$ cat src/rtl/rv_ctrl_pkg.sv
// ============================================================================
// rv_ctrl_pkg : shared state, opcode and datapath-select encodings for the
//               multicycle RV32I control unit.
// Revision    : 1.0
// ============================================================================
`default_nettype none

package rv_ctrl_pkg;

  typedef enum logic [3:0] {
    S_FETCH    = 4'd0,
    S_DECODE   = 4'd1,
    S_MEMADR   = 4'd2,
    S_MEMREAD  = 4'd3,
    S_MEMWB    = 4'd4,
    S_MEMWRITE = 4'd5,
    S_EXECR    = 4'd6,
    S_EXECI    = 4'd7,
    S_ALUWB    = 4'd8,
    S_JAL      = 4'd9,
    S_JALR     = 4'd10,
    S_BRANCH   = 4'd11,
    S_TRAP     = 4'd12
  } state_t;

  typedef enum logic [1:0] {
    ALUOP_ADD   = 2'b00,
    ALUOP_SUB   = 2'b01,
    ALUOP_FUNCT = 2'b10
  } aluop_t;

  localparam logic [6:0] OP_LOAD   = 7'b0000011;
  localparam logic [6:0] OP_STORE  = 7'b0100011;
  localparam logic [6:0] OP_RTYPE  = 7'b0110011;
  localparam logic [6:0] OP_ITYPE  = 7'b0010011;
  localparam logic [6:0] OP_LUI    = 7'b0110111;
  localparam logic [6:0] OP_JAL    = 7'b1101111;
  localparam logic [6:0] OP_JALR   = 7'b1100111;
  localparam logic [6:0] OP_BRANCH = 7'b1100011;

  localparam logic [3:0] ALU_ADD  = 4'd0;
  localparam logic [3:0] ALU_SUB  = 4'd1;
  localparam logic [3:0] ALU_AND  = 4'd2;
  localparam logic [3:0] ALU_OR   = 4'd3;
  localparam logic [3:0] ALU_XOR  = 4'd4;
  localparam logic [3:0] ALU_SLT  = 4'd5;
  localparam logic [3:0] ALU_SLTU = 4'd6;
  localparam logic [3:0] ALU_SLL  = 4'd7;
  localparam logic [3:0] ALU_SRL  = 4'd8;
  localparam logic [3:0] ALU_SRA  = 4'd9;

  localparam logic [2:0] IMM_I = 3'b000;
  localparam logic [2:0] IMM_S = 3'b001;
  localparam logic [2:0] IMM_B = 3'b010;
  localparam logic [2:0] IMM_J = 3'b011;
  localparam logic [2:0] IMM_U = 3'b100;

  localparam logic [1:0] SRCA_PC    = 2'b00;
  localparam logic [1:0] SRCA_OLDPC = 2'b01;
  localparam logic [1:0] SRCA_RD1   = 2'b10;
  localparam logic [1:0] SRCA_ZERO  = 2'b11;

  localparam logic [1:0] SRCB_RD2  = 2'b00;
  localparam logic [1:0] SRCB_IMM  = 2'b01;
  localparam logic [1:0] SRCB_FOUR = 2'b10;

  localparam logic [1:0] RES_ALUOUT    = 2'b00;
  localparam logic [1:0] RES_DATA      = 2'b01;
  localparam logic [1:0] RES_ALURESULT = 2'b10;

  // Branch condition from funct3; the two unassigned encodings never branch.
  function automatic logic branch_taken(input logic [2:0] f3, input logic zero,
                                        input logic lt, input logic ltu);
    case (f3)
      3'b000:  return zero;
      3'b001:  return !zero;
      3'b100:  return lt;
      3'b101:  return !lt;
      3'b110:  return ltu;
      3'b111:  return !ltu;
      default: return 1'b0;
    endcase
  endfunction

endpackage

`default_nettype wire

$ cat src/rtl/rv_alu_decoder.sv
// ============================================================================
// rv_alu_decoder : combinational ALUOp/funct3/funct7_5/op[5] -> alu_control.
// Revision       : 1.0
// ============================================================================
`default_nettype none

module rv_alu_decoder
  import rv_ctrl_pkg::*;
(
  input  aluop_t      alu_op,
  input  logic [2:0]  funct3,
  input  logic        funct7_5,
  input  logic        op5,
  output logic [3:0]  alu_control
);

  always_comb begin
    alu_control = ALU_ADD;
    case (alu_op)
      ALUOP_ADD: alu_control = ALU_ADD;
      ALUOP_SUB: alu_control = ALU_SUB;
      ALUOP_FUNCT: begin
        case (funct3)
          // addi has immediate bits in instr[30], so only register ops may subtract
          3'b000:  alu_control = (op5 && funct7_5) ? ALU_SUB : ALU_ADD;
          3'b001:  alu_control = ALU_SLL;
          3'b010:  alu_control = ALU_SLT;
          3'b011:  alu_control = ALU_SLTU;
          3'b100:  alu_control = ALU_XOR;
          3'b101:  alu_control = funct7_5 ? ALU_SRA : ALU_SRL;
          3'b110:  alu_control = ALU_OR;
          default: alu_control = ALU_AND;
        endcase
      end
      default: alu_control = ALU_ADD;
    endcase
  end

endmodule

`default_nettype wire

$ cat src/rtl/multicycle_control_unit.sv
// ============================================================================
// multicycle_control_unit : RV32I multicycle control FSM driving every
//   datapath mux/enable. Optional ILLEGAL_INSN_EN adds a sticky TRAP state.
// Revision : 1.0
// ============================================================================
`default_nettype none

module multicycle_control_unit
  import rv_ctrl_pkg::*;
#(
  parameter int ALUCTRL_W = 4,
  parameter int IMMSRC_W  = 3
)(
  input  logic                 clk,
  input  logic                 reset,
  input  logic [6:0]           op,
  input  logic [2:0]           funct3,
  input  logic                 funct7_5,
  input  logic                 zero,
  input  logic                 lt,
  input  logic                 ltu,
  input  logic                 mem_ready,
  output logic                 mem_req,
  output logic                 mem_write,
  output logic                 adr_src,
  output logic                 ir_write,
  output logic                 pc_write,
  output logic                 reg_write,
  output logic [1:0]           result_src,
  output logic [1:0]           alu_src_a,
  output logic [1:0]           alu_src_b,
  output logic [IMMSRC_W-1:0]  imm_src,
  output logic [ALUCTRL_W-1:0] alu_control,
  output logic                 instr_done,
  output logic                 illegal_insn
);

  state_t      r_state;
  state_t      w_next_state;
  aluop_t      w_alu_op;
  logic [3:0]  w_alu_control;
  logic [2:0]  w_imm_src;
  logic        w_mem_req, w_mem_write, w_ir_write, w_pc_write, w_reg_write;
  logic        w_instr_done, w_illegal;

  always_ff @(posedge clk) begin
    if (reset) r_state <= S_FETCH;
    else       r_state <= w_next_state;
  end

  always_comb begin
    w_next_state = r_state;
    w_mem_req    = 1'b0;
    w_mem_write  = 1'b0;
    w_ir_write   = 1'b0;
    w_pc_write   = 1'b0;
    w_reg_write  = 1'b0;
    w_instr_done = 1'b0;
    w_illegal    = 1'b0;
    adr_src      = 1'b0;
    result_src   = RES_ALUOUT;
    alu_src_a    = SRCA_PC;
    alu_src_b    = SRCB_RD2;
    w_imm_src    = IMM_I;
    w_alu_op     = ALUOP_ADD;

    case (r_state)
      S_FETCH: begin
        w_mem_req  = 1'b1;
        alu_src_b  = SRCB_FOUR;
        result_src = RES_ALURESULT;
        w_ir_write = mem_ready;
        w_pc_write = mem_ready;
        if (mem_ready) w_next_state = S_DECODE;
      end
      S_DECODE: begin
        // Precompute the branch/jal target into ALUOut
        alu_src_a = SRCA_OLDPC;
        alu_src_b = SRCB_IMM;
        w_imm_src = (op == OP_JAL) ? IMM_J : IMM_B;
        case (op)
          OP_LOAD, OP_STORE: w_next_state = S_MEMADR;
          OP_RTYPE:          w_next_state = S_EXECR;
          OP_ITYPE, OP_LUI:  w_next_state = S_EXECI;
          OP_JAL:            w_next_state = S_JAL;
          OP_JALR:           w_next_state = S_JALR;
          OP_BRANCH:         w_next_state = S_BRANCH;
`ifdef ILLEGAL_INSN_EN
          default:           w_next_state = S_TRAP;
`else
          default:           w_next_state = S_FETCH;
`endif
        endcase
      end
      S_MEMADR: begin
        alu_src_a    = SRCA_RD1;
        alu_src_b    = SRCB_IMM;
        w_imm_src    = (op == OP_STORE) ? IMM_S : IMM_I;
        w_next_state = (op == OP_STORE) ? S_MEMWRITE : S_MEMREAD;
      end
      S_MEMREAD: begin
        w_mem_req = 1'b1;
        adr_src   = 1'b1;
        if (mem_ready) w_next_state = S_MEMWB;
      end
      S_MEMWB: begin
        w_reg_write  = 1'b1;
        result_src   = RES_DATA;
        w_instr_done = 1'b1;
        w_next_state = S_FETCH;
      end
      S_MEMWRITE: begin
        w_mem_req    = 1'b1;
        w_mem_write  = 1'b1;
        adr_src      = 1'b1;
        w_instr_done = mem_ready;
        if (mem_ready) w_next_state = S_FETCH;
      end
      S_EXECR: begin
        alu_src_a    = SRCA_RD1;
        alu_src_b    = SRCB_RD2;
        w_alu_op     = ALUOP_FUNCT;
        w_next_state = S_ALUWB;
      end
      S_EXECI: begin
        alu_src_b = SRCB_IMM;
        if (op == OP_LUI) begin
          alu_src_a = SRCA_ZERO;
          w_imm_src = IMM_U;
        end else begin
          alu_src_a = SRCA_RD1;
          w_alu_op  = ALUOP_FUNCT;
        end
        w_next_state = S_ALUWB;
      end
      S_ALUWB: begin
        w_reg_write  = 1'b1;
        w_instr_done = 1'b1;
        w_next_state = S_FETCH;
      end
      S_JALR: begin
        alu_src_a    = SRCA_RD1;
        alu_src_b    = SRCB_IMM;
        w_next_state = S_JAL;
      end
      S_JAL: begin
        // PC takes the target held in ALUOut while the ALU forms the link address
        alu_src_a    = SRCA_OLDPC;
        alu_src_b    = SRCB_FOUR;
        w_pc_write   = 1'b1;
        w_next_state = S_ALUWB;
      end
      S_BRANCH: begin
        alu_src_a    = SRCA_RD1;
        alu_src_b    = SRCB_RD2;
        w_alu_op     = ALUOP_SUB;
        w_pc_write   = branch_taken(funct3, zero, lt, ltu);
        w_instr_done = 1'b1;
        w_next_state = S_FETCH;
      end
`ifdef ILLEGAL_INSN_EN
      S_TRAP: begin
        w_illegal    = 1'b1;
        w_next_state = S_TRAP;
      end
`endif
      default: w_next_state = S_FETCH;
    endcase
  end

  rv_alu_decoder u_alu_decoder (
    .alu_op      (w_alu_op),
    .funct3      (funct3),
    .funct7_5    (funct7_5),
    .op5         (op[5]),
    .alu_control (w_alu_control)
  );

  // Reset suppresses every side effect in the same cycle it is asserted
  assign mem_req      = w_mem_req    & ~reset;
  assign mem_write    = w_mem_write  & ~reset;
  assign ir_write     = w_ir_write   & ~reset;
  assign pc_write     = w_pc_write   & ~reset;
  assign reg_write    = w_reg_write  & ~reset;
  assign instr_done   = w_instr_done & ~reset;
  assign illegal_insn = w_illegal    & ~reset;
  assign imm_src      = IMMSRC_W'(w_imm_src);
  assign alu_control  = ALUCTRL_W'(w_alu_control);

endmodule

`default_nettype wire

$ cat config.mk
export PLATFORM = sky130hd
export DESIGN_NAME = multicycle_control_unit
export DESIGN_NICKNAME = d
export VERILOG_FILES = /design/src/rtl/rv_ctrl_pkg.sv /design/src/rtl/rv_alu_decoder.sv /design/src/rtl/multicycle_control_unit.sv
export SDC_FILE = /design/constraint.sdc
export NUM_CORES = 1
export LEC_CHECK = 0
export CAP_MARGIN = 5
export CORE_MARGIN = 3
export CORE_UTILIZATION = 40
export DETAILED_ROUTE_END_ITERATION = 16
export MAX_ROUTING_LAYER = met4
export PLACE_DENSITY = 0.81
export SYNTH_ARGS = -nofsm -noshare
export SYNTH_HDL_FRONTEND = slang
export SYNTH_SLANG_ARGS = --single-unit
$ cat constraint.sdc
create_clock -name clk -period 2.3 [get_ports clk]
set_input_delay 0.46 -clock clk [delete_from_list [all_inputs] [get_ports clk]]
set_output_delay 0.46 -clock clk [all_outputs]
set_load 0.01 [all_outputs]
# After elaboration in Yosys (flattened, before gate mapping)
# Cells that the tools add are included.
[word_totals]
input_bits = 17
elab_cells = 85
out_inout_bits = 21
reg_bits = 4
[classes]
n_eq_ne = 31
bitwise_logic = 7
muxes = 28
reduce_logical = 18
[op_table]
columns = ["op", "n"]
rows = [
  ["$pmux W4 S7", 2],
  ["$pmux W4 S6", 1],
  ["$eq A7 B6 Y1 const B", 3],
  ["$eq A7 B7 Y1 const B", 3],
  ["$eq A4 B3 Y1 const B", 4],
  ["$eq A4 B4 Y1 const B", 4],
  ["$eq A3 B3 Y1 const B", 4],
  ["$mux W4", 3],
  ["$pmux W2 S3", 2],
  ["$reduce_or A2 Y1", 6],
  ["$mux W1", 10],
  ["$pmux W3 S3", 1],
  ["$reduce_or A3 Y1", 3],
  ["$eq A4 B2 Y1 const B", 2],
  ["$pmux W2 S2", 2],
  ["$pmux W4 S2", 1],
  ["$reduce_or A4 Y1", 2],
  ["$eq A7 B2 Y1 const B", 1],
  ["$eq A7 B5 Y1 const B", 1],
  ["$and A1 B1 Y1", 6],
  ["$eq A3 B2 Y1 const B", 2],
  ["$mux W3", 2],
  ["$ne A2 B2 Y1 const B", 3],
  ["$pmux W1 S6", 1],
  ["other kinds (13)", 15],
]

# Logic depth before layout (Yosys ltp)
# Gate-level depths: netlist of the first run.
[logic_depth]
ltp_word = 5
depth_mapped = 7
depth_no_buf = 7

# By module
# Synthesis of the first run repeated with hierarchy kept, for this count alone.
[hier_totals]
hier_cells = 123
area_unflattened_um2 = 844.6
[modules_own_cells]
columns = ["module", "cells_per_inst", "area_each_um2", "n_inst", "seq_area_each_um2"]
rows = [
  ["multicycle_control_unit", 104, 723.2, 1, 80.1],
  ["rv_alu_decoder", 19, 121.4, 1, 0.0],
]

# Worst setup path before layout of the first run
# OpenSTA, ideal clock, no wires.
[synth_timing]
path_kind = "register to output"
from = "reg r_state[1]"
to = "out alu_control[3]"
arrival_ns = 1.788
setup_slack_ns = 0.052
t_required_ns = 1.840
path_stages_with_launch = 7
n_path_buf = 1
path_cell_list = "dfxtp_1 -> buf_2 -> inv_1 -> or3_1 -> ha_1 -> nand2b_1 -> nor3_1"
[synth_between]
elab_chain_cells = 4
elab_cells_between_ends = 7
cone_classes = "5 x eq/ne; 2 x mux"
[synth_rtl]
columns = ["item", "line_no", "rtl"]
rows = [
  ["start: declaration", "multicycle_control_unit.sv:38", "state_t r_state;"],
  ["start signal: assignment", "multicycle_control_unit.sv:48", "else r_state <= w_next_state;"],
  ["$eq A4 B4 Y1 / $eq A4 B3 Y1 (equally long branches)", "multicycle_control_unit.sv:67", "case (r_state)"],
  ["$pmux W2 S3 (*)", "multicycle_control_unit.sv:67", ""],
  ["$eq A2 B2 Y1 / $eq A2 B1 Y1 (equally long branches)", "rv_alu_decoder.sv:19", "case (alu_op)"],
  ["$pmux W4 S2 (*)", "rv_alu_decoder.sv:19", ""],
  ["end: declaration", "multicycle_control_unit.sv:33", "output logic [ALUCTRL_W-1:0] alu_control,"],
]
# Every way passes the cells marked *; elsewhere a longest branch is shown, timed or not.

# Worst setup path after layout of the first run
[layout_timing]
from = "in op[2]"
to = "out alu_control[3]"
[layout_between]
elab_chain_cells = 5
elab_cells_between_ends = 6
cone_classes = "3 x eq/ne; 3 x mux"
[layout_rtl]
columns = ["item", "line_no", "rtl"]
rows = [
  ["start: declaration", "multicycle_control_unit.sv:16", "input logic [6:0] op,"],
  ["$eq A7 B6 Y1 (*)", "multicycle_control_unit.sv:127", "if (op == OP_LUI) begin"],
  ["$mux W2 (*)", "multicycle_control_unit.sv:127", ""],
  ["$pmux W2 S3 (*)", "multicycle_control_unit.sv:67", ""],
  ["$eq A2 B2 Y1 / $eq A2 B1 Y1 (equally long branches)", "rv_alu_decoder.sv:19", ""],
  ["$pmux W4 S2 (*)", "rv_alu_decoder.sv:19", ""],
]
# Marked as above.

==> flow_summary_export.csv, run 1 <==
group,metric,value,unit
pwr,pwr_density_cell,216,nW/um^2
global_routing,grt_pass1_wl,5.60,mm
critical_path,crit_path_max_fanout,2,
layout,finish.instance_area,1550,sq um
layout,areaGrowthSynthToFinish,78.4,%
critical_path,worstPathArrival,1770,ps
global_routing,globalRouteMet2Util,47.9,%
sta,rsz0062_at_grt,"false",
logic_synthesis,synthCells,128,
detailed_routing,detail_route.wl_per_cell,14.9,um
layout,finish.net_count,217,
pwr,vdd_drop_max,265,uV
clock_network,clock_sinks,4,
placement,dpl.cell_count,219,
global_routing,gr-usage-met1,30.8,%
critical_path,critPathKind,"input port to output port",
logic_synthesis,synth_area_per_cell,6.77,sq um
logic_synthesis,synth_top_area_cell,"sky130_fd_sc_hd__dfxtp_1",
logic_synthesis,async_reset_ff_share,0,%
placement,detailed_place_hpwl,2.55,mm
logic_synthesis,synth-main-ff-cell,"sky130_fd_sc_hd__dfxtp_1",
clock_network,cts-htree-levels,1,
clock_network,clk_path_buf_depth,2,
layout,largest-register,"r_state",
sta,final_max_tran_viols,0,
critical_path,critical_path.startpoint_type,"input port",
clock_network,cts.clk_slew.worst_paths,40,ps
pwr,total_leakage_power,0.772,nW
critical_path,reg2reg_from,"r_state[2]",
global_routing,global_route.usage.total,27.7,%
detailed_routing,via_per_inst,5.52,
sta,finalHoldWorstSlack,643,ps
critical_path,worst-r2r-setup-slack,410,ps
layout,layout.cells.non_filler,223,
global_routing,vias_in_the_first_global_route,1306,
logic_synthesis,synth_sequential_area_ratio,9.24,%
sta,clock_skew,6.73,ps
critical_path,path_delay_family,"simple AND/OR/NAND/NOR gates",
status,outcome,"finished, final reports clean",
sta,hold_viol_final,0,
clock_network,tritoncts,"yes",
layout,n_fill_cell,149,
global_routing,grt_start_max_net_pins,16,
placement,placed_area,1490,sq um
detailed_routing,drcViolationCount,0,
sta,maxClockFrequency,0.448,GHz
clock_network,ctsRootBufferMaster,"sky130_fd_sc_hd__clkbuf_4",
logic_synthesis,synth.net_count,147,
clock_network,cts_inserted_buffers,3,
floorplanning,die_outline_area,2760,sq um
detailed_routing,number_of_drc_markers_after_the_initial_detailed_route_iteration,34,
critical_path,timing.critical_path.slowest_cell_delay,230,ps
clock_network,clock_insertion_delay_worst_skew,250,ps
critical_path,worst_setup_path_end_kind,"output port",
critical_path,cp_max_delay_cell,"sky130_fd_sc_hd__ha_4",
floorplanning,fp.coreArea,2000,sq um
detailed_routing,drt.antenna.violating_nets,0,
floorplanning,initial_utilization,43.3,%
floorplanning,die_height,52.6,um
logic_synthesis,synth_largest_type_area_fraction,9.24,%
detailed_routing,sum_of_routed_wire_length_over_all_layers,3.33,mm
detailed_routing,dr.pass1.iters,4,
floorplanning,die-width,52.6,um
worst_hold_path,timing.hold.worst.class,"input port to register",
sta,finalSetupTns,0,ps
layout,largest_regs,"r_state: 4 flops",
critical_path,req_time_crit_path,1840,ps
clock_network,ctsHoldBuffers,0,
critical_path,regToRegEndpoint,"r_state[2]",
logic_synthesis,yosysWarnings,0,
logic_synthesis,netlist_area,867,sq um
critical_path,worstRegToRegCells,6,
logic_synthesis,ys_ff_latch,4,
placement,routabilityCongestion,0.894,
detailed_routing,dr_total_vias,1232,
global_routing,gr-max-usage-layer,"met2",
sta,finalSetupViolCount,0,
critical_path,cp.buffers_inverters,3,
sta,period_minus_slack,2230,ps
critical_path,timing.critical_path.depth,9,
floorplanning,io_pins,38,
critical_path,endpoint,"alu_control[3]",
placement,placement.io_buffers,36,
layout,layout-drive-gt1-share,37.8,%
global_routing,met3_usage,5.41,%
floorplanning,num_rows,16,
sta,final.period_utilization,97.0,%
layout,layout.cells.most_common,"sky130_fd_sc_hd__buf_4",
layout,final_cell_mix,"sky130_fd_sc_hd__buf_4 (38), sky130_fd_sc_hd__nor2_1 (13), sky130_fd_sc_hd__dlygate4sd2_1 (11), sky130_fd_sc_hd__clkbuf_2 (10), sky130_fd_sc_hd__nand2b_1 (8)",
run,cap_violations,0,
critical_path,setup.worst_path.start,"op[2]",
global_routing,grt_overflow_total,0,
layout,max_reg_flops,4,
critical_path,worstPathCellList,"dlygate4sd2_1 > nand3b_1 > nor2_1 > a21o_1 > inv_2 > ha_4 > nand2b_4 > nor3_2 > buf_2",
logic_synthesis,synth_cell_type_count,41,
layout,antennaDiodeCount,0,
global_routing,initial_antenna_violation_count,0,
logic_synthesis,yosys-top-cells-area,"sky130_fd_sc_hd__dfxtp_1 (9.2%), sky130_fd_sc_hd__nand2b_1 (6.5%), sky130_fd_sc_hd__nor2_1 (5.6%)",
logic_synthesis,synth_enable_flop_cells,0,
-- logic make-up after synthesis --
family / Yosys count / synth area share [%]
and+or+nand+nor: 66 / 43.7
AOI/OAI and AO/OA: 28 / 24.0
buffers and inverters: 18 / 9.67
xor gates and xnor gates: 5 / 5.05
muxes: 4 / 5.05
DFF: 4 / 9.24
adders and majority gates: 2 / 2.89
other: 1 / 0.432
-- cell usage after synthesis, drive strengths merged (3+ instances only) --
cell,number
mux2,3
buf,4
dfxtp,4
a31oi,3
o22ai,4
clkbuf,6
inv,8
or3,5
nor3,9
nand3b,6
nor3b,3
nor2b,3
a211oi,4
nor2,13
xnor2,3
o21ai,4
nand2,7
nand2b,9
a21oi,5
-- power by group --
group          switching, mW  internal, mW
logic                 0.0815        0.0902
registers           0.000894        0.0714
clock network         0.0321        0.0585
total                  0.115         0.220
-- per-layer routing --
layer  vias to the layer above  share of wire [%]
met5                         -                  0
met4                         0                1.3
met3                         7                6.6
met2                        56                 52
met1                       574                 40
li1                        595                  -
-- per-stage QoR --
step	total power, mW	worst slack [ps]	util, %
floorplan	0.149	52.2	-
global placement	0.245	-663	74.6
detailed placement	0.249	-751	74.6
CTS	0.337	1.37	77.8
global route	0.355	3.76	77.3
finish	0.335	68.5	77.3
-- worst register-to-register path: stages (launching register included) --
cell	delay [ps]
sky130_fd_sc_hd__dfxtp_1	300
sky130_fd_sc_hd__buf_4	150
sky130_fd_sc_hd__or4b_4	570
sky130_fd_sc_hd__buf_4	170
sky130_fd_sc_hd__a2111oi_4	310
sky130_fd_sc_hd__a31oi_1	90
sky130_fd_sc_hd__a211oi_2	220
-- worst min path at each step --
stage	depth (start not counted)	endpoint	from	slack, ps
after CTS	4	r_state[1]	r_state[2]	730
after global placement	4	r_state[1]	r_state[2]	670
after detailed placement	4	r_state[1]	r_state[2]	710
after global routing	4	r_state[0]	op[0]	680
final	4	r_state[0]	op[0]	640
after floorplan	2	r_state[0]	op[0]	610
-- repair_timing --
| item | CTS | global route |
|---|---|---|
| endpoints found under the setup margin | 16 | 13 |
| pin swaps | 6 | 6 |
| setup buffers | 0 | 1 |
| resized for setup | 47 | 26 |
| cloned | 0 | 0 |
-- final cells by class --
cell class / count / area [sq um] / area share, %
inverter: 8 / 30.0 / 1.94
timing repair buffer: 75 / 591 / 38.2
clock buffer: 3 / 22.5 / 1.46
multi-input combinational: 106 / 790 / 51.1
sequential: 4 / 80.1 / 5.18
tap: 27 / 33.8 / 2.18
Note: power is estimated with default switching activity, not from simulation.
==> inputs of run 2 (changes only) <==
Settings changed: ABC_AREA set to 1, CORE_UTILIZATION 40 to 39, PLACE_DENSITY 0.81 to 0.84.
==> flow_summary_export.csv, run 2 <==
group,metric,value,unit
status,outcome,"finished, violations left",
status,failed_checks,"negative setup slack",
global_routing,global_route.usage.total,29.8,%
logic_synthesis,synth-main-ff-cell,"sky130_fd_sc_hd__dfxtp_1",
logic_synthesis,synth_cell_type_count,25,
floorplanning,fp.coreArea,1610,sq um
pwr,seq_power_share,22.0,%
layout,max_reg_flops,4,
floorplanning,num_rows,14,
floorplanning,die-width,48.9,um
detailed_routing,detailroute.wirelength.met3,345,um
critical_path,worstPathArrival,1850,ps
floorplanning,die_height,48.9,um
critical_path,worst_setup_path_end_kind,"output port",
clock_network,cts_inserted_buffers,3,
layout,finish.instance_area,1340,sq um
layout,finish.net_count,232,
pwr,netSwitchingPower,0.124,mW
logic_synthesis,synth_largest_type_area_fraction,22.0,%
clock_network,cts.clk_slew.worst_paths,50,ps
layout,postLayoutCoreUtil,83.2,%
placement,routabilityCongestion,0.915,
detailed_routing,dr.pass1.iters,5,
worst_hold_path,timing.hold.worst.start,"reset",
global_routing,initial_antenna_violation_count,0,
global_routing,grt_overflow_total,0,
clock_network,cts-htree-levels,1,
logic_synthesis,netlist_area,718,sq um
sta,finalSetupTns,-7.73,ps
logic_synthesis,synth_sequential_area_ratio,11.1,%
logic_synthesis,synth.net_count,166,
logic_synthesis,synth_area_per_cell,4.89,sq um
detailed_routing,drt.antenna.violating_nets,0,
layout,antennaDiodeCount,0,
sta,clock_skew,16.9,ps
placement,preCtsSetupSlack,-735,ps
floorplanning,io_pins,38,
pwr,vdd_drop_max,216,uV
pwr,power_frac_comb,48.9,%
layout,largest_regs,"r_state: 4 flops",
placement,placed_area,1280,sq um
pwr,swShare,37.1,%
sta,final.period_utilization,100,%
detailed_routing,wl_met2,1.58,mm
logic_synthesis,synth_top_area_cell,"sky130_fd_sc_hd__nand2_1",
global_routing,grt_pass1_wl,5.57,mm
critical_path,critical_path.startpoint_type,"register",
pwr,p_int,0.210,mW
sta,period_minus_slack,2310,ps
worst_hold_path,timing.hold.worst.class,"input port to register",
layout,layout.cells.most_common,"sky130_fd_sc_hd__nand2_1",
clock_network,ctsRootBufferMaster,"sky130_fd_sc_hd__clkbuf_4",
placement,placement.io_buffers,36,
pwr,clock_power_share,29.1,%
global_routing,vias_in_the_first_global_route,1237,
sta,finalWorstSetupSlack,-7.73,ps
critical_path,req_time_crit_path,1840,ps
logic_synthesis,synth_most_common_cell,"sky130_fd_sc_hd__nand2_1",
detailed_routing,route.top_layer_used,"met4",
critical_path,critPathKind,"register to output port",
logic_synthesis,synthTopCellsByCount,"sky130_fd_sc_hd__nand2_1 (42), sky130_fd_sc_hd__inv_1 (29), sky130_fd_sc_hd__nor2_1 (25)",
sta,hold_viol_final,0,
sta,rsz0062_at_grt,"true",
detailed_routing,sum_of_routed_wire_length_over_all_layers,3.35,mm
logic_synthesis,yosysWarnings,0,
logic_synthesis,yosys-top-cells-area,"sky130_fd_sc_hd__nand2_1 (22%), sky130_fd_sc_hd__inv_1 (15%), sky130_fd_sc_hd__nor2_1 (13%)",
critical_path,setup.worst_path.start,"r_state[0]",
layout,layout-drive-gt1-share,28.0,%
detailed_routing,detail_route.wl_per_cell,14.2,um
logic_synthesis,async_reset_ff_share,0,%
detailed_routing,met1Wirelength,1.26,mm
clock_network,clock_insertion_delay_worst_skew,250,ps
clock_network,clock_sinks,4,
run,cap_violations,0,
critical_path,crit_path_max_fanout,4,
floorplanning,initial_utilization,44.6,%
sta,maxClockFrequency,0.433,GHz
layout,largest-register,"r_state",
detailed_routing,via_per_inst,5.40,
detailed_routing,dr_total_vias,1268,
clock_network,tritoncts,"yes",
logic_synthesis,synthCells,147,
detailed_routing,number_of_drc_markers_after_the_initial_detailed_route_iteration,85,
sta,final_max_tran_viols,0,
logic_synthesis,ys_ff_latch,4,
layout,n_fill_cell,117,
global_routing,grt_start_max_net_pins,10,
sta,finalHoldWorstSlack,761,ps
pwr,pwr_density_cell,249,nW/um^2
sta,finalSetupViolCount,1,
logic_synthesis,synth_enable_flop_cells,0,
layout,areaGrowthSynthToFinish,86.6,%
clock_network,clk_path_buf_depth,2,
detailed_routing,drcViolationCount,0,
placement,detailed_place_hpwl,2.37,mm
pwr,total_leakage_power,0.785,nW
layout,final_cell_mix,"sky130_fd_sc_hd__nand2_1 (39), sky130_fd_sc_hd__buf_4 (27), sky130_fd_sc_hd__inv_1 (26), sky130_fd_sc_hd__nor2_1 (17), sky130_fd_sc_hd__clkdlybuf4s50_1 (12)",
floorplanning,die_outline_area,2390,sq um
critical_path,reg2reg_from,"r_state[0]",
run 2: repair_timing:
action,in CTS,in global routing
pin swaps,7,2
hold buffers,0,0
buffers inserted,3,0
endpoints found under the setup margin,11,14
resized for setup,43,21
run 2: per-stage QoR:
step	power (mW)	instances
after floorplan	0.138	147
after global placement	0.229	229
after detailed placement	0.233	229
after CTS	0.322	235
after global routing	0.353	235
final	0.334	235
run 2: routing by layer:
layer | GRT usage (%) | up-vias
met3 | 7.34 | 20
met4 | 14.2 | 0
met2 | 51.8 | 98
met1 | 31.6 | 561
li1 | - | 589
met5 | - | -
run 2: critical path: stages, from the launching register on:
cell and delay [ps]:
sky130_fd_sc_hd__dfxtp_1 340, sky130_fd_sc_hd__buf_4 140, sky130_fd_sc_hd__inv_2 50, sky130_fd_sc_hd__nor2_2 130
sky130_fd_sc_hd__nand2_1 160, sky130_fd_sc_hd__nand3_1 140, sky130_fd_sc_hd__nand2_1 60, sky130_fd_sc_hd__inv_1 50
sky130_fd_sc_hd__clkdlybuf4s50_1 520
run 2: path summary, 6_finish.rpt:
kind | to | slack [ps] | cells after the start
worst max-delay path | mem_req | -8 | 8
worst min-delay path | r_state[2] | 760 | 2
worst max register to register | r_state[3] | 890 | 10
worst min register to register | r_state[3] | 820 | 5
run 2: final cells by class:
type / count / area (sq um) / share of cell area [%]
well taps: 24 / 30.0 / 2.24
inverters: 31 / 116 / 8.68
flip-flops and latches: 4 / 80.1 / 5.98
clock buffers: 3 / 22.5 / 1.68
multi-input cells: 110 / 557 / 41.5
repair buffers: 63 / 534 / 39.9
run 2: logic make-up after synthesis:
kind of cell | synth area share (%)
AND/OR/NAND/NOR | 48.6
buffers and inverters | 17.8
AO/OA/AOI/OAI | 18.5
flip-flops | 11.2
adder cells (fa/ha/maj) | 3.48
other | 0.522
run 2: power groups by stage:
stage	clock (mW)	combinational (mW)	sequential, mW
4_1_cts	0.0893	0.160	0.0733
6_report	0.0970	0.163	0.0733
2_1_floorplan	0	0.0626	0.0751
3_5_place_dp	0	0.159	0.0744
3_3_place_gp	0	0.155	0.0742
5_1_grt	0.104	0.176	0.0732
==> inputs of run 3 (changes only) <==
Settings changed: CORE_UTILIZATION 39 to 35, PLACE_DENSITY 0.84 to 0.77.
==> flow_summary_export.csv, run 3 (synthesis results as in run 2) <==
group,metric,value,unit
pwr,power_frac_comb,52.2,%
layout,largest_regs,"r_state: 4 flops",
placement,detailed_place_hpwl,2.09,mm
detailed_routing,dr.pass1.iters,4,
layout,finish.net_count,244,
sta,maxClockFrequency,0.441,GHz
floorplanning,die_outline_area,2630,sq um
status,outcome,"finished, final reports clean",
layout,max_reg_flops,4,
layout,areaGrowthSynthToFinish,104,%
worst_hold_path,timing.hold.worst.class,"register to register",
layout,layout-drive-gt1-share,32.7,%
worst_hold_path,timing.hold.worst.start,"r_state[2]",
critical_path,critPathKind,"register to output port",
pwr,clock_power_share,26.3,%
floorplanning,die_height,51.3,um
detailed_routing,detail_route.wl_per_cell,11.9,um
critical_path,crit_path_max_fanout,4,
sta,final_max_tran_viols,0,
global_routing,initial_antenna_violation_count,0,
floorplanning,fp.coreArea,1840,sq um
critical_path,worstPathArrival,1810,ps
pwr,p_int,0.221,mW
layout,final_cell_mix,"sky130_fd_sc_hd__buf_4 (39), sky130_fd_sc_hd__nand2_1 (37), sky130_fd_sc_hd__inv_1 (25), sky130_fd_sc_hd__nor2_1 (19), sky130_fd_sc_hd__clkdlybuf4s50_1 (15)",
critical_path,cp_max_delay_cell,"sky130_fd_sc_hd__clkdlybuf4s50_1",
detailed_routing,drcViolationCount,0,
detailed_routing,dr_total_vias,1241,
critical_path,worst-r2r-setup-slack,1010,ps
floorplanning,die-width,51.3,um
sta,clock_skew,5.90,ps
detailed_routing,met1Wirelength,1.14,mm
clock_network,ctsRootBufferMaster,"sky130_fd_sc_hd__clkbuf_4",
sta,finalSetupViolCount,0,
pwr,finalPower,0.341,mW
sta,final.period_utilization,98.6,%
detailed_routing,detailroute.wirelength.met3,187,um
clock_network,cts_inserted_buffers,3,
pwr,vdd_drop_max,229,uV
critical_path,regToRegEndpoint,"r_state[3]",
layout,antennaDiodeCount,0,
layout,layout.cells.non_filler,248,
global_routing,grt_overflow_total,0,
pwr,pwr_density_cell,233,nW/um^2
clock_network,cts.clk_slew.worst_paths,40,ps
critical_path,worstRegToRegCells,8,
critical_path,worstPathCellList,"buf_4 > nor2_2 > nand2_2 > inv_1 > nand2_1 > nor2_1 > clkdlybuf4s50_1",
layout,largest-register,"r_state",
run,cap_violations,0,
pwr,total_leakage_power,0.814,nW
layout,finish.instance_area,1470,sq um
sta,period_minus_slack,2270,ps
sta,hold_viol_final,0,
critical_path,path_delay_family,"buffers and inverters",
critical_path,timing.critical_path.slowest_cell_delay,540,ps
clock_network,cts-htree-levels,1,
detailed_routing,sum_of_routed_wire_length_over_all_layers,2.95,mm
critical_path,reg2reg_from,"r_state[3]",
layout,layout.cells.most_common,"sky130_fd_sc_hd__buf_4",
detailed_routing,route.top_layer_used,"met4",
detailed_routing,wl_met2,1.52,mm
floorplanning,io_pins,38,
placement,routabilityCongestion,0.924,
placement,dpl.cell_count,236,
critical_path,cp.buffers_inverters,3,
clock_network,clk_path_buf_depth,2,
pwr,seq_power_share,21.5,%
worst_hold_path,holdPathEnd,"r_state[0]",
critical_path,req_time_crit_path,1840,ps
pwr,swShare,35.2,%
floorplanning,initial_utilization,39.0,%
global_routing,grt_start_max_net_pins,8,
worst_hold_path,timing.hold.worst_path_depth,7,
pwr,netSwitchingPower,0.120,mW
global_routing,vias_in_the_first_global_route,1126,
global_routing,grt_pass1_wl,4.46,mm
critical_path,critical_path.startpoint_type,"register",
critical_path,worst_setup_path_end_kind,"output port",
detailed_routing,drt.antenna.violating_nets,0,
sta,finalHoldWorstSlack,806,ps
detailed_routing,via_per_inst,5.00,
placement,placement.io_buffers,36,
clock_network,clock_sinks,4,
clock_network,tritoncts,"yes",
placement,placed_area,1320,sq um
clock_network,clock_insertion_delay_worst_skew,240,ps
global_routing,global_route.usage.total,22.4,%
detailed_routing,number_of_drc_markers_after_the_initial_detailed_route_iteration,24,
floorplanning,num_rows,15,
-- run 3: cell types whose count changed in the layout (fill, tap and decap cells not counted), sizes merged --
| cell | change |
|---|---|
| clkbuf | -1 |
| clkdlybuf4s15 | +2 |
| dlygate4sd2 | -2 |
| buf | +11 |
| clkdlybuf4s50 | +3 |
| dlymetal6s2s | -1 |
-- run 3: cell type report --
type | instances | area, sq um
Sequential cell | 4 | 80.1
Tap cell | 25 | 31.3
Clock buffer | 3 | 22.5
Multi-Input combinational cell | 110 | 582
Timing Repair Buffer | 75 | 636
Fill cell | 139 | 372
Inverter | 31 | 116
-- run 3: what timing repair did --
action	4_1_cts	5_1_grt
cloned	0	0
pin swaps	9	7
setup buffers	8	1
hold buffers	0	0
resized for setup	44	21
setup endpoints to repair	11	10
-- run 3: through the flow --
| step | util (%) | setup TNS [ps] | setup slack [ps] |
|---|---|---|---|
| final | 79.8 | 0 | 31.9 |
| after floorplan | - | 0 | 273 |
| after detailed placement | 72.0 | -3870 | -665 |
| after global routing | 79.8 | -114 | -58.1 |
| after CTS | 77.0 | 0 | 9.18 |
| after global placement | 72.0 | -3520 | -613 |
-- run 3: metal layers --
layer / vias up / global-route usage, %
met4: 0 / 9.17
li1: 615 / -
met1: 562 / 24.6
met2: 53 / 41.0
met5: - / -
met3: 11 / 2.33
-- run 3: power by group through the flow --
stage | Sequential [mW] | Clock [mW] | Combinational (mW)
after CTS | 0.0734 | 0.0892 | 0.167
after detailed placement | 0.0744 | 0 | 0.159
after floorplan | 0.0751 | 0 | 0.0626
after global placement | 0.0742 | 0 | 0.155
final | 0.0734 | 0.0897 | 0.178
after global routing | 0.0735 | 0.0943 | 0.194
-- run 3: worst max path at each step --
| stage | slack, ps | cells after the start | from | end |
|---|---|---|---|---|
| 4_1_cts | 9 | 8 | r_state[2] | alu_src_b[0] |
| 6_report | 30 | 7 | r_state[0] | ir_write |
| 3_3_place_gp | -610 | 11 | op[2] | alu_control[2] |
| 2_1_floorplan | 270 | 8 | op[6] | alu_control[2] |
| 5_1_grt | -60 | 7 | r_state[1] | ir_write |
| 3_5_place_dp | -670 | 11 | op[2] | alu_control[2] |
-- run 3: worst reg2reg max path: stages, from the launching register on --
cell and delay [ps]:
sky130_fd_sc_hd__dfxtp_1 380, sky130_fd_sc_hd__nor2_1 90, sky130_fd_sc_hd__buf_4 150, sky130_fd_sc_hd__nand2_2 110, sky130_fd_sc_hd__inv_2 70, sky130_fd_sc_hd__nand2_1 100, sky130_fd_sc_hd__o21ai_1 90, sky130_fd_sc_hd__nor2_1 150
sky130_fd_sc_hd__nor2_1 50
